**src/rtl/communication.sv**
```systemverilog
// rtl/communication.sv - SPI mode-0 slave receiver: oversampled SCLK/MOSI/select, 16-bit words out
`timescale 1ns/1ps
module communication #(
  parameter int DATA_WIDTH  = 16,
  parameter int SYNC_STAGES = 2
) (
  input  logic                  clk_25mhz,
  input  logic                  reset,
  input  logic                  sclk_in,
  input  logic                  mosi_in,
  input  logic                  active,
  output logic [DATA_WIDTH-1:0] audio_out,
  output logic                  data_ready
);

  localparam int CW = $clog2(DATA_WIDTH + 1);

  typedef enum logic [1:0] {IDLE, SHIFT, DONE} state_t;

  state_t                  state_q, state_d;
  logic [SYNC_STAGES-1:0]  sclk_sync_q, sclk_sync_d;
  logic [SYNC_STAGES-1:0]  mosi_sync_q, mosi_sync_d;
  logic [SYNC_STAGES-1:0]  act_sync_q, act_sync_d;
  logic                    sclk_prev_q, sclk_prev_d;
  logic [DATA_WIDTH-1:0]   shift_q, shift_d;
  logic [DATA_WIDTH-1:0]   audio_q, audio_d;
  logic [CW-1:0]           count_q, count_d;
  logic                    ready_q, ready_d;

  logic sclk_s, mosi_s, act_s, sclk_rise;

  // mosi shares the sclk pipeline depth so the sampled bit lines up with the detected rise
  assign sclk_s    = sclk_sync_q[SYNC_STAGES-1];
  assign mosi_s    = mosi_sync_q[SYNC_STAGES-1];
  assign act_s     = act_sync_q[SYNC_STAGES-1];
  assign sclk_rise = sclk_s & ~sclk_prev_q;

  assign audio_out  = audio_q;
  assign data_ready = ready_q;

  always_comb begin
    sclk_sync_d = {sclk_sync_q[SYNC_STAGES-2:0], sclk_in};
    mosi_sync_d = {mosi_sync_q[SYNC_STAGES-2:0], mosi_in};
    act_sync_d  = {act_sync_q[SYNC_STAGES-2:0], active};
    sclk_prev_d = sclk_s;
  end

  always_comb begin
    state_d = state_q;
    shift_d = shift_q;
    count_d = count_q;
    audio_d = audio_q;
    ready_d = 1'b0;
    case (state_q)
      IDLE: begin
        count_d = '0;
        shift_d = '0;
        if (act_s) state_d = SHIFT;
      end
      SHIFT: begin
        if (!act_s) begin
          // select dropped mid-word: discard partial data silently
          state_d = IDLE;
          count_d = '0;
          shift_d = '0;
        end else if (sclk_rise) begin
          shift_d = {shift_q[DATA_WIDTH-2:0], mosi_s};
          count_d = count_q + CW'(1);
          if (count_q == CW'(DATA_WIDTH - 1)) state_d = DONE;
        end
      end
      DONE: begin
        audio_d = shift_q;
        ready_d = 1'b1;
        count_d = '0;
        state_d = act_s ? SHIFT : IDLE;
      end
      default: state_d = IDLE;
    endcase
  end

  always_ff @(posedge clk_25mhz or posedge reset) begin
    if (reset) begin
      state_q     <= IDLE;
      sclk_sync_q <= '0;
      mosi_sync_q <= '0;
      act_sync_q  <= '0;
      sclk_prev_q <= 1'b0;
      shift_q     <= '0;
      audio_q     <= '0;
      count_q     <= '0;
      ready_q     <= 1'b0;
    end else begin
      state_q     <= state_d;
      sclk_sync_q <= sclk_sync_d;
      mosi_sync_q <= mosi_sync_d;
      act_sync_q  <= act_sync_d;
      sclk_prev_q <= sclk_prev_d;
      shift_q     <= shift_d;
      audio_q     <= audio_d;
      count_q     <= count_d;
      ready_q     <= ready_d;
    end
  end

endmodule

```
**config.mk**
```make
export PLATFORM = sky130hd
export DESIGN_NAME = communication
export DESIGN_NICKNAME = d
export VERILOG_FILES = /design/src/rtl/communication.sv
export SDC_FILE = /design/constraint.sdc
export NUM_CORES = 1
export LEC_CHECK = 0
export BUFFER_PORTS_ARGS = -buffer_cell sky130_fd_sc_hd__buf_2
export CAP_MARGIN = 0
export CORE_MARGIN = 5
export CORE_UTILIZATION = 33
export CTS_CLUSTER_DIAMETER = 30
export DETAILED_ROUTE_END_ITERATION = 10
export PLACE_DENSITY_LB_ADDON = 0.08
export SLEW_MARGIN = 20
export SYNTH_ARGS = -nofsm -noshare
export SYNTH_HDL_FRONTEND = slang
export SYNTH_SLANG_ARGS = --single-unit
```
**constraint.sdc**
```tcl
create_clock -name clk_25mhz -period 1.7 [get_ports clk_25mhz]
set_input_delay 0.085 -clock clk_25mhz [delete_from_list [all_inputs] [get_ports clk_25mhz]]
set_output_delay 0.085 -clock clk_25mhz [all_outputs]
set_load 0.01 [all_outputs]
```
* After elaboration in Yosys (flattened, before gate mapping) *
Cells that the tools add are included.

storage, ports and cells
  word-level logic and storage cells = 38
  output and inout bits = 17
  input port bits = 5
  bits in registers = 47

cells by class
  muxes and demuxes = 13
  reduce and logical (&&, ||, !) cells = 7
  eq/ne operators = 6
  add/subtract/negate cells = 1
  bitwise gates (word level) = 2

operators with widths
  operator             number
  $mux 16              2
  $pmux 16 s2          1
  $mux 5               2
  $pmux 5 s2           1
  $mux 2               4
  $ne 3x3->1 const B   2
  $pmux 2 s3           1
  $add 5x1->5 const B  1
  $eq 5x4->1 const B   1
  $reduce_and 2->1     2
  $reduce_bool 2->1    2
  $reduce_and 3->1     1
  $eq 2x1->1 const B   1
  $eq 2x2->1 const B   1
  $logic_not 2->1      1
  $mux 1               2
  $ne 2x2->1 const B   1
  $reduce_or 2->1      1
  $and 1x1->1          1
  $not 1->1            1

* Depth between registers and ports, before layout *
  depth in word-level cells = 5
  depth in mapped cells = 6
  gate-level depth less buffers = 5

* Least setup slack after synthesis *
OpenSTA, ideal clock, no wires.

  path type = flip-flop to flip-flop
  start point = reg sclk_prev_q
  end point = reg shift_q[10]
  data required time = 1.579 ns
  clock period less this slack = 1.322 ns
  stages on the path, launching flop included = 5
  setup time = 0.121 ns
  data arrival time = 1.201 ns
  setup slack = 0.378 ns
  buffers on the path = 1
  path through = dfrtp_1 nand2b_1 a31o_2 buf_2 a22o_1

on the way
  word-level cells in the longest chain between the ends = 4

ends and longest elaborated chain
  what                        line  source
  start, declared             24    logic sclk_prev_q, sclk_prev_d;
  start signal, assigned      98    sclk_prev_q <= sclk_prev_d;
  $not 1->1                   36    assign sclk_rise = sclk_s & ~sclk_prev_q;
  $and 1x1->1                 36
  $ne 3x3->1 (no line)        -
  $reduce_and 2->1 (no line)  -
  end signal, assigned        99    shift_q <= shift_d;
  end, declared               25    logic [DATA_WIDTH-1:0] shift_q, shift_d;

Every way passes these cells.
A chain may end at the register's enable or synchronous reset.

* Final worst setup path *
  start point = reg state_q[0]
  end point = reg audio_q[14], in the netlist audio_out[14]

on the way
  word-level cells in the longest chain between the ends = 1

ends and longest elaborated chain
  what                    line  source
  start, declared         20    state_t state_q, state_d;
  start signal, assigned  94    state_q <= state_d;
  $eq 2x2->1              54    case (state_q)
  end signal, assigned    100   audio_q <= audio_d;
  end, declared           26    logic [DATA_WIDTH-1:0] audio_q, audio_d;

Every way passes these cells.

==> metrics.md <==
| Metric | Value |
|---|---|
| Number of warnings printed during yosys synthesis | `0` |
| Share of async-settable or async-resettable flops after synthesis | `100%` |
| Required arrival time at the worst endpoint | `1880 ps` |
| Largest fanout on the critical path | `17` |
| Pwr Total | `1860 uW` |
| Worst Hold End | `act_sync_q[1]$_DFF_PP0_` |
| FF+latch count, synth | `47` |
| Startpoint of the worst hold path | `act_sync_q[0]$_DFF_PP0_` |
| Met1 capacity usage during global routing | `12.0%` |
| Final-report setup violation count | `0` |
| Initial DRT Pass Iterations | `4` |
| Min Clock Period, post-route | `1530 ps` |
| Reg2Reg Setup Slack | `170 ps` |
| Post-Synth Simple-Gate Area | `4.82%` |
| # Max-Cap Violations | `0` |
| Die outline height | `83.7 um` |
| Average wire length per cell after detail routing | `14.4 um` |
| Starting Density | `34.4%` |
| RSZ-0062 raised after global routing | `no` |
| EDFF count, synth | `0` |
| Met2 track utilization from global routing | `13.2%` |
| Post-cts repair resize count | `0` |
| Post-detailed-route DRC marker count | `0` |
| Sum of overflow across all layers after global routing | `0` |
| Setup slack after layout | `171 ps` |
| Detailed-route wire length | `3080 um` |
| Post-route core utilization | `39.4%` |
| Number of hold violations in the final report | `0` |
| CTS Root Cell | `sky130_fd_sc_hd__clkbuf_8` |
| Clock buffer count from CTS | `5` |
| Cells taking the most area after synthesis | `sky130_fd_sc_hd__dfrtp_1 (66%), sky130_fd_sc_hd__mux2_2 (10%), sky130_fd_sc_hd__a22o_1 (7.8%)` |
| Number of inserted filler cells in the final layout | `523` |
| Cell type with the highest aggregate area in the netlist | `sky130_fd_sc_hd__dfrtp_1` |
| Number of antenna violations at the first check in global routing | `0` |
| Type of element capturing the critical path | `register` |
| DRC violation total after the first TritonRoute iteration | `69` |
| Count of distinct cell types in the synthesized netlist | `30` |
| Synthesized-area fraction occupied by ao, oa, aoi and oai cells | `12.5%` |
| Mapped Avg Cell Area | `15.3 um2` |
| Most instantiated library cell after synthesis | `sky130_fd_sc_hd__dfrtp_1` |
| Clock transition at the register clock pins on the worst setup and hold paths after CTS | `80 ps` |
| Row count | `26` |
| Worst-case setup slack after placement | `188 ps` |
| Clock insertion delay at the later pin of the skew report | `290 ps` |
| Number of global-route vias before repair | `1036` |
| Mapped cell area | `0.00179 mm2` |
| Total count of max-transition violations in the final report | `0` |
| Outcome | `finished clean` |
| Io pins | `22` |
| Type of the worst setup path | `reg -> reg` |
| Hold Path Cell Cnt | `0` |
| Worst Clk Skew | `3.73 ps` |
| R2r endpoint | `audio_out[14]$_DFFE_PP0P_` |
| Synth Area in Adders | `1.40%` |
| Signal arrival time at the worst endpoint | `1710 ps` |
| Worst relative slew slack | `61.8%` |
| Final total negative setup slack | `0 ps` |
| Die area | `0.00701 mm2` |
| Die width | `83.7 um` |
| Count of nets left with antenna violations after detail routing | `0` |
| First-pass GRT wire length | `5090 um` |
| Worst Hold Slack | `353 ps` |
| Part of the Yosys area used for sequential elements | `65.6%` |
| Signed area change from the synthesized netlist to the final layout | `14.4%` |
| TritonCTS clock tree | `done` |
| Share of synthesized area spent on multiplexers | `10.0%` |
| Maximum resistive drop on vdd | `0.378 mV` |
| Share of the clock period used by the worst path | `89.9%` |
| Largest net degree at the start of global routing | `48` |
| Transition time of the tightest slew-check pin | `573 ps` |
| Maximum root-to-sink buffer count | `2` |
| Busiest layer in global routing | `met2` |
| Final layout net count | `151` |
| Xor and xnor fraction of the mapped netlist area | `0.488%` |
| Element type at the critical path start | `register` |
| GRT met3 Usage | `4.34%` |
| Peak clock frequency supported by timing | `0.654 GHz` |
| Number of nets produced by synthesis | `124` |
| Source of the worst register-to-register timing path | `state_q[0]$_DFFE_PP0P_` |
| All-layer global routing usage | `9.32%` |
| Antenna cells | `0` |
| Synthesized instance count | `117` |
| Synth top cells by count | `sky130_fd_sc_hd__dfrtp_1 (47), sky130_fd_sc_hd__a22o_1 (16), sky130_fd_sc_hd__mux2_2 (16)` |
| Number of vias after detailed routing | `1029` |
| Area fraction of the dominant cell type after synthesis | `65.6%` |
| Prevailing post-synth register cell | `sky130_fd_sc_hd__dfrtp_1` |
| PwrDens | `909 mW/mm2` |
| Max H-tree Level | `2` |
| Hold WC Path Type | `reg -> reg` |
| Final estimated routing congestion in global placement | `0.718` |
| Buffers on Ports | `21` |
| Vias per std cell | `4.81` |
| Share of post-route cells with drive strength above 1 | `35.4%` |
| Core Region | `0.00520 mm2` |
| Count of clock tree sinks | `47` |
| Cell count of the worst reg-to-reg path | `3` |
| Dpl hpwl | `1950 um` |
| Leak | `0.00106 uW` |
| Largest family of logic cells by synthesized area | `compound AO/OA/AOI/OAI gates` |
[how the worst max path moves through the flow]
stage          depth (start not counted)  slack (ps)                   start                   endpoint
3_5_place_dp                           3         190  state_q[0]$_DFFE_PP0P_   audio_out[5]$_DFFE_PP0P_
2_1_floorplan                          4         380   sclk_prev_q$_DFF_PP0_    shift_q[10]$_DFFE_PP0P_
3_3_place_gp                           3         240  state_q[0]$_DFFE_PP0P_   audio_out[1]$_DFFE_PP0P_
5_1_grt                                3          80  state_q[0]$_DFFE_PP0P_   audio_out[2]$_DFFE_PP0P_
6_report                               3         170  state_q[0]$_DFFE_PP0P_  audio_out[14]$_DFFE_PP0P_
4_1_cts                                3         170  state_q[0]$_DFFE_PP0P_  audio_out[14]$_DFFE_PP0P_
[metal layers]
metal,routed length [um],vias up
li1,-,481
met1,1470,522
met2,1420,21
met3,145,5
met4,44,0
met5,0,-
[timing repair]
action,4_1_cts,5_1_grt
endpoints found under the hold margin,50,0
setup endpoints to repair,0,0
hold buffers,4,0
buffers inserted,0,0
[power breakdown]
group	switching [uW]	total (uW)	internal, uW
combinational	40.1	61.5	21.5
clock	345	664	319
sequential	10.3	1140	1130
total	395	1860	1470
[through the flow]
stage	instances	area, um2
2_1_floorplan	117	1790
3_3_place_gp	203	1920
3_5_place_dp	203	1920
4_1_cts	214	2050
5_1_grt	214	2050
6_report	214	2050
[cell usage in the layout (no fill, tap or decap), drive strengths merged, types with 2 or more instances in the layout]
| master | netlist | routed |
|---|---|---|
| clkbuf | 0 | 6 |
| buf | 6 | 22 |
| a32o | 2 | 2 |
| nand3 | 2 | 2 |
| inv | 6 | 5 |
| dfrtp | 47 | 47 |
| mux2 | 16 | 16 |
| nand2 | 3 | 3 |
| a21oi | 2 | 2 |
| and3 | 2 | 2 |
| ha | 2 | 2 |
| dlygate4sd3 | 0 | 4 |
| clkinv | 0 | 2 |
| a22o | 16 | 16 |
[area by class of cell]
class	count	area (um2)	area share, %
clock buffers	6	82.6	4.03
inverters	6	22.5	1.10
repair buffers	26	153	7.44
multi-input cells	58	524	25.6
clock inverters	1	5.00	0.244
well taps	70	87.6	4.27
flip-flops and latches	47	1180	57.4
[logic make-up after synthesis]
family | after synthesis
compound gates | 27
xor+xnor | 1
fa+ha+maj | 2
buf+inv | 12
flops | 47
mux | 16
simple gates | 12
[sequential cells by signal, indices dropped and copies added, names as in the netlist]
name         flops
state_q          2
sclk_sync_q      2
act_sync_q       2
shift_q         16
data_ready       1
count_q          5
sclk_prev_q      1
mosi_sync_q      2
audio_out       16
[critical path, cell delays in order, from the launching register on]
cell,delay [ps]
sky130_fd_sc_hd__dfrtp_1,490
sky130_fd_sc_hd__inv_1,150
sky130_fd_sc_hd__nand2_2,380
sky130_fd_sc_hd__mux2_2,390
Note: power is estimated with default switching activity, not from simulation.
